[src/rtl/fft_pkg.sv]
// ---------------------------------------------------------------------------
// fft_pkg
//   Shared definitions for the radix-2 FFT front end.
//   Used by the input buffer, the butterfly datapath and the output
//   reorder stage, so that all of them agree on the frame geometry and
//   the bit-reversal permutation.
//
//   Contents:
//     DATA_W    - default sample width in bits
//     N         - FFT points per frame (only 8 is supported)
//     LOG2N     - index width for one frame
//     idx_t     - sample / lane index type
//     ctrl_t    - control state of the ping-pong input buffer
//     bitrev3() - 3-bit bit-reversal used to scatter samples into lanes
// ---------------------------------------------------------------------------
package fft_pkg;

    localparam int DATA_W = 8;
    localparam int N      = 8;
    localparam int LOG2N  = 3;

    typedef logic [LOG2N-1:0] idx_t;

    // Everything the input buffer keeps besides the sample storage itself.
    typedef struct packed {
        logic [1:0] full;      // one flag per bank: bank holds a complete frame
        logic       wr_bank;   // bank currently being filled
        logic       rd_bank;   // bank presented to the datapath
        idx_t       wr_idx;    // natural-order index of the next sample
        logic       frame_err; // registered short-frame pulse
    } ctrl_t;

    // Reverse the bit order of a 3-bit index: 1->4, 3->6, 6->3, ...
    function automatic idx_t bitrev3(input idx_t i);
        return {i[0], i[1], i[2]};
    endfunction

endpackage

[src/rtl/fft_input_buffer_if.sv]
// ---------------------------------------------------------------------------
// fft_input_buffer_if
//   Handshake bundle around the FFT input buffer.
//
//   Sample side (upstream -> buffer):
//     s_valid, s_data[DATA_W], s_last  driven by upstream
//     s_ready                          driven by the buffer
//   Frame side (buffer -> FFT datapath):
//     m_valid, m_data[N*DATA_W]        driven by the buffer
//     m_ready                          driven by the datapath
//
//   Modports:
//     slave  - the buffer's view
//     master - the surrounding environment's view (source and sink)
// ---------------------------------------------------------------------------
interface fft_input_buffer_if #(
    parameter int DATA_W = fft_pkg::DATA_W,
    parameter int N      = fft_pkg::N
);

    logic                  s_valid;
    logic                  s_ready;
    logic [DATA_W-1:0]     s_data;
    logic                  s_last;
    logic                  m_valid;
    logic                  m_ready;
    logic [N*DATA_W-1:0]   m_data;

    modport slave (
        input  s_valid, s_data, s_last, m_ready,
        output s_ready, m_valid, m_data
    );

    modport master (
        output s_valid, s_data, s_last, m_ready,
        input  s_ready, m_valid, m_data
    );

endinterface

[src/rtl/fft_buf_bank.sv]
// ---------------------------------------------------------------------------
// fft_buf_bank
//   One frame of sample storage: N words of DATA_W bits, written one lane
//   at a time and read all lanes at once as a packed vector.
//
//   Ports:
//     clk    in   clock
//     we     in   write enable for this bank
//     lane   in   lane to write (already bit-reversed by the caller)
//     wdata  in   sample to store
//     rdata  out  packed frame, lane k at [k*DATA_W +: DATA_W]
// ---------------------------------------------------------------------------
module fft_buf_bank
    import fft_pkg::*;
#(
    parameter int DATA_W = fft_pkg::DATA_W,
    parameter int N      = fft_pkg::N
) (
    input  logic                clk,
    input  logic                we,
    input  idx_t                lane,
    input  logic [DATA_W-1:0]   wdata,
    output logic [N*DATA_W-1:0] rdata
);

    logic [DATA_W-1:0] mem [N];

    // NOTE: the storage has no reset on purpose; contents only matter once a
    // full flag says the bank is complete, so a reset network here buys nothing.
    always_ff @(posedge clk) begin
        if (we) begin
            mem[lane] <= wdata;
        end
    end

    always_comb begin
        for (int k = 0; k < N; k++) begin
            rdata[k*DATA_W +: DATA_W] = mem[k];
        end
    end

endmodule

[src/rtl/fft_input_buffer.sv]
// ---------------------------------------------------------------------------
// fft_input_buffer
//   Ping-pong input buffer for an 8-point FFT. Samples arrive one per
//   transfer in natural order and are scattered into bit-reversed lanes,
//   so a completed bank can be handed to the datapath as one packed frame
//   while the other bank is being filled.
//
//   Ports:
//     clk        in    single clock, rising edge
//     rst_n      in    asynchronous active-low reset
//     bus        slave handshake bundle (s_valid/s_ready/s_data/s_last,
//                      m_valid/m_ready/m_data)
//     frame_err  out   one-cycle pulse after a short frame was discarded
//
//   Behaviour:
//     - A sample at index i lands in lane bitrev3(i) of the write bank.
//     - The 8th sample marks the bank full and moves writing to the other
//       bank; s_last on that sample carries no extra meaning.
//     - s_last before the 8th sample throws the partial frame away.
//     - s_ready and m_valid come straight from flags, so neither has a
//       combinational path from s_valid or m_ready.
//   Only N = 8 is supported; the lane index and bit reversal are 3 bits.
// ---------------------------------------------------------------------------
module fft_input_buffer
    import fft_pkg::*;
#(
    parameter int DATA_W = fft_pkg::DATA_W,
    parameter int N      = fft_pkg::N
) (
    input  logic                clk,
    input  logic                rst_n,
    fft_input_buffer_if.slave   bus,
    output logic                frame_err
);

    ctrl_t q;
    ctrl_t d;

    logic                s_ready;
    logic                m_valid;
    logic                accept;
    logic                xfer;
    logic                last_idx;
    idx_t                wr_lane;
    logic [N*DATA_W-1:0] bank_rdata [2];

    // Handshake state is purely registered.
    assign s_ready  = ~q.full[q.wr_bank];
    assign m_valid  = q.full[q.rd_bank];

    assign accept   = bus.s_valid & s_ready;
    assign xfer     = m_valid & bus.m_ready;
    assign last_idx = (q.wr_idx == idx_t'(N - 1));
    assign wr_lane  = bitrev3(q.wr_idx);

    // Next-state logic. A completing write and a frame transfer can happen
    // in the same cycle; they always touch different banks, because a write
    // needs its bank empty and a transfer needs its bank full, so applying
    // both updates in sequence is safe.
    always_comb begin
        // NOTE: start from the current state so every field has a value on
        // every path; otherwise synthesis would infer latches here.
        d           = q;
        d.frame_err = 1'b0;

        if (xfer) begin
            d.full[q.rd_bank] = 1'b0;
            d.rd_bank         = ~q.rd_bank;
        end

        if (accept) begin
            if (last_idx) begin
                d.full[q.wr_bank] = 1'b1;
                d.wr_bank         = ~q.wr_bank;
                d.wr_idx          = '0;
            end else if (bus.s_last) begin
                // Short frame: rewind; lanes already written get overwritten
                // by the next frame, so they need no clean-up.
                d.wr_idx    = '0;
                d.frame_err = 1'b1;
            end else begin
                d.wr_idx = q.wr_idx + idx_t'(1);
            end
        end
    end

    // NOTE: sequential state uses non-blocking assignments so every register
    // samples its input from before the edge, independent of block order.
    always_ff @(posedge clk or negedge rst_n) begin
        if (!rst_n) begin
            q <= '0;
        end else begin
            q <= d;
        end
    end

    for (genvar b = 0; b < 2; b++) begin : g_bank
        fft_buf_bank #(
            .DATA_W (DATA_W),
            .N      (N)
        ) u_bank (
            .clk   (clk),
            .we    (accept && (q.wr_bank == 1'(b))),
            .lane  (wr_lane),
            .wdata (bus.s_data),
            .rdata (bank_rdata[b])
        );
    end

    assign bus.s_ready = s_ready;
    assign bus.m_valid = m_valid;
    assign bus.m_data  = bank_rdata[q.rd_bank];
    assign frame_err   = q.frame_err;

endmodule

[src/flat_wrapper.sv]
// flat-port wrapper written by rule: the top's interface ports become plain ports
module fft_input_buffer_flat import fft_pkg::*;
#(
    parameter int DATA_W = fft_pkg::DATA_W,
    parameter int N      = fft_pkg::N
)
  (clk, rst_n, frame_err, bus_s_valid, bus_s_data, bus_s_last, bus_m_ready, bus_s_ready, bus_m_valid, bus_m_data);
  fft_input_buffer_if #(.DATA_W(DATA_W), .N(N)) bus_i ();
  input  logic clk;
  input  logic rst_n;
  output logic frame_err;
  input wire logic [$bits(bus_i.s_valid)-1:0] bus_s_valid;
  input wire logic [$bits(bus_i.s_data)-1:0] bus_s_data;
  input wire logic [$bits(bus_i.s_last)-1:0] bus_s_last;
  input wire logic [$bits(bus_i.m_ready)-1:0] bus_m_ready;
  output wire logic [$bits(bus_i.s_ready)-1:0] bus_s_ready;
  output wire logic [$bits(bus_i.m_valid)-1:0] bus_m_valid;
  output wire logic [$bits(bus_i.m_data)-1:0] bus_m_data;
  assign bus_i.s_valid = bus_s_valid;
  assign bus_i.s_data = bus_s_data;
  assign bus_i.s_last = bus_s_last;
  assign bus_i.m_ready = bus_m_ready;
  assign bus_s_ready = bus_i.s_ready;
  assign bus_m_valid = bus_i.m_valid;
  assign bus_m_data = bus_i.m_data;
  fft_input_buffer #(.DATA_W(DATA_W), .N(N)) u_core (.clk(clk), .rst_n(rst_n), .bus(bus_i), .frame_err(frame_err));
endmodule
[config.mk]
export PLATFORM = sky130hd
export DESIGN_NAME = fft_input_buffer_flat
export DESIGN_NICKNAME = d
export VERILOG_FILES = /design/src/rtl/fft_pkg.sv /design/src/rtl/fft_input_buffer_if.sv /design/src/rtl/fft_buf_bank.sv /design/src/rtl/fft_input_buffer.sv /design/src/flat_wrapper.sv
export SDC_FILE = /design/constraint.sdc
export NUM_CORES = 1
export LEC_CHECK = 0
export CORE_MARGIN = 5
export CORE_UTILIZATION = 53
export DETAILED_ROUTE_END_ITERATION = 10
export PLACE_DENSITY = 0.79
export SYNTH_ARGS = -nofsm -noshare
export SYNTH_HDL_FRONTEND = slang
export SYNTH_HIERARCHICAL = 1
export SYNTH_SLANG_ARGS = --single-unit
[constraint.sdc]
create_clock -name clk -period 2.6 [get_ports clk]
set_input_delay 0.52 -clock clk [delete_from_list [all_inputs] [get_ports clk]]
set_output_delay 0.52 -clock clk [all_outputs]
set_load 0.02 [all_outputs]
==> impl_metrics.json <==
{
  "root_buffer": "clkbuf_8",
  "yosys_warnings": 6,
  "maxCapViolations": 0,
  "design_area_mm2": 0.00669,
  "nFillCells": 665,
  "pwr-share-clk_pct": 33.5,
  "routedWlPerCell_um": 20.6,
  "antenna_left": 0,
  "ctsHoldBuffers": 0,
  "syn_avg_cell_area_um2": 20.9,
  "p_switching_uw": 2040,
  "timing.critical_path.fanout_max": 7,
  "num-nets-final": 359,
  "cts_num_sinks": 136,
  "grt_max_degree": 35,
  "cpMaxStageDelayCell": "clkdlybuf4s50_1",
  "fin_crit_ns": 2.51,
  "cts_max_path_buffers": 2,
  "timing.rr.end": "u_core/q[1]",
  "synth_cells": 249,
  "yosys.area_share.simple_pct": 5.17,
  "synth_cell_types": 25,
  "fmax_mhz": 399,
  "routabilityCongestion": 0.723,
  "synth-compound-area-share_pct": 0.625,
  "min_path_type": "in -> async",
  "crit_type": "reg -> out",
  "hold_violations": 0,
  "synthXorXnorAreaFrac_pct": 0,
  "crit_path_cell_trace": "mux2i_1, clkdlybuf4s50_1",
  "dieHeight_um": 109,
  "synth_edf_count": 128,
  "routed_via_density": 5.38,
  "fin_ws_ns": 0.0936,
  "max_stage_delay_ns": 0.67,
  "setup_violations": 0,
  "synth_top_family_by_area": "multiplexers",
  "status": "complete, no violations",
  "intPower_uw": 4840,
  "drtPass1Iterations": 4,
  "synth-seq-cells": 136,
  "io_pins": 80,
  "synth_common_cells": "128 x edfxtp_1, 65 x mux2_2, 8 x dfrtp_1",
  "synthArstFlopShare_pct": 5.88,
  "skew_ns": 0.00748,
  "grt_pass1_wl_mm": 15.8,
  "die_w_um": 109,
  "drt_iter0_drc": 146,
  "grt-ovfl-total": 0,
  "synth-seq-area-share_pct": 77.7,
  "worst_ep_arrival_time_ns": 1.99,
  "start_util_pct": 53.8,
  "power_per_cell_area_mw_per_mm2": 1030,
  "grtUsageTotal_pct": 18.5,
  "slew_viol_final": 0,
  "die-area_mm2": 0.0119,
  "synth.area.mux_share_pct": 15.1,
  "sw_frac_of_total_pct": 29.6,
  "synthAdderAreaFrac_pct": 0.481,
  "cts_buffers": 17,
  "timing.final.crit_share_pct": 96.4,
  "combPwrFrac_pct": 27.0,
  "route.detailed.drc": 0,
  "cts_tree": "done",
  "power_frac_seq_pct": 39.5,
  "wl_mm": 10.1,
  "r2r_slack_ns": 0.91,
  "grt_pass1_vias": 2799,
  "fp-row-count": 36,
  "final.setup.tns_ns": 0,
  "vias": 2637,
  "syn2layout_area_growth_pct": 28.5,
  "startpoint_type": "flip-flop",
  "insertion_delay_ns": 0.50,
  "cp.required_ns": 2.08,
  "coreArea_mm2": 0.00968,
  "ir_worst_vdd_v": 0.000715,
  "antenna_found_initial": 0,
  "h-tree-depth": 4,
  "synth-main-ff-cell": "edfxtp_1",
  "place_area_mm2": 0.00616,
  "worstRegToRegCells": 4,
  "drive_above_1_share_pct": 34.5,
  "power.leakage_uw": 0.00239,
  "synthDominantCellAreaShare_pct": 73.8,
  "dp_hpwl_mm": 5.95,
  "syn-num-nets": 264,
  "yosysMostFrequentCell": "edfxtp_1",
  "synth_area_leaders": "edfxtp_1 74%, mux2_2 14%, dfrtp_1 3.8%, and4bb_2 1.4%, and4b_2 1.3%",
  "antenna_cells": 0,
  "finalPower_uw": 6880,
  "end_kind": "output port",
  "relSlewSlack_pct": 53.7,
  "synth_top_cell_by_area": "edfxtp_1",
  "hold_ws_ns": 0.299,
  "rsz0062_at_grt": "no",
  "post_cts_buffers": 0,
  "tightest_slew_ns": 0.692,
  "place_ws_ns": 0.409,
  "clkSlewWorstSetupHoldPaths_ns": 0.06,
  "syn_area_mm2": 0.00521,
  "portBuffers": 79,
  "rr_startpoint": "u_core/q[2]"
}
cell usage in the layout (no fill, tap or decap), types with 2 or more instances in the layout:
master           count
and4b_2              6
inv_6                6
clkbuf_16           16
nand2_1              2
nor2_1               3
ha_1                 2
buf_4                3
mux2_4               3
nor3b_1              4
bufinv_16            2
mux2_2              65
and4_2               2
edfxtp_1           128
clkinvlp_4           2
nor4b_2              2
and4bb_2             6
clkinv_4             2
dfrtp_1              7
dlygate4sd2_1       65
clkdlybuf4s50_1     14
buf_16               2
state kept, by name, indices dropped and copies added, names as in the netlist:
register                  cells
u_core/q                      7
u_core/g_bank.u_bank/mem    128
u_core/frame_err              1
cell type report:
type	instances	area, um^2	share of cell area [%]
Clock inverter	15	165	2.47
Tap cell	133	166	2.49
Clock buffer	17	414	6.19
Timing Repair Buffer	84	787	11.8
Multi-Input combinational cell	105	1110	16.6
Sequential cell	136	4050	60.5
worst max-delay path, delay by kind of cell, from the launching register on:
family,cells,cell delay [ns]
mux,1,0.35
flops,1,0.46
buf+inv,1,0.67
logic make-up after synthesis:
logic type | count (synthesis)
AO/OA/AOI/OAI | 5
adder cells (fa/ha/maj) | 2
buffers and inverters | 8
flip-flops | 136
multiplexers | 69
AND/OR/NAND/NOR | 29
worst max path at each step:
stage	startpoint	to	slack (ns)	cells after the start
2_1_floorplan	bus_s_valid	u_core/g_bank[0].u_bank/mem[0][0]	0.69	2
3_3_place_gp	u_core/q[4]	bus_m_data[44]	0.44	3
3_5_place_dp	bus_s_valid	u_core/g_bank[0].u_bank/mem[7][6]	0.41	4
4_1_cts	u_core/q[5]	bus_s_ready	0.1	2
5_1_grt	u_core/q[5]	bus_s_ready	0.02	2
6_report	u_core/q[5]	bus_s_ready	0.09	2
per-layer routing:
layer / track usage [%] / up-vias / routed length, um
met5: 0 / - / 0
met2: 30.2 / 68 / 5200
met1: 24.2 / 1356 / 4390
met4: 6.94 / 0 / 74
met3: 4.44 / 4 / 425
li1: - / 1209 / -
power by group through the flow:
| stage | Clock, uW | Combinational [uW] | Sequential (uW) |
|---|---|---|---|
| 2_1_floorplan | 0 | 1250 | 2700 |
| 3_3_place_gp | 0 | 2030 | 2740 |
| 3_5_place_dp | 0 | 2040 | 2750 |
| 4_1_cts | 2340 | 1900 | 2720 |
| 5_1_grt | 2480 | 1970 | 2740 |
| 6_report | 2300 | 1860 | 2720 |
stage by stage:
stage / instances / util [%]
floorplan: 249 / -
global placement: 457 / 63.6
detailed placement: 457 / 63.6
CTS: 490 / 69.1
global route: 490 / 69.1
finish: 490 / 69.1
what timing repair did:
| item | in CTS | in global routing |
|---|---|---|
| setup endpoints to repair | 65 | 0 |
| resized for setup | 67 | 0 |
| hold endpoints to repair | 0 | 0 |
No activity file was read; power rests on OpenSTA's default activity.
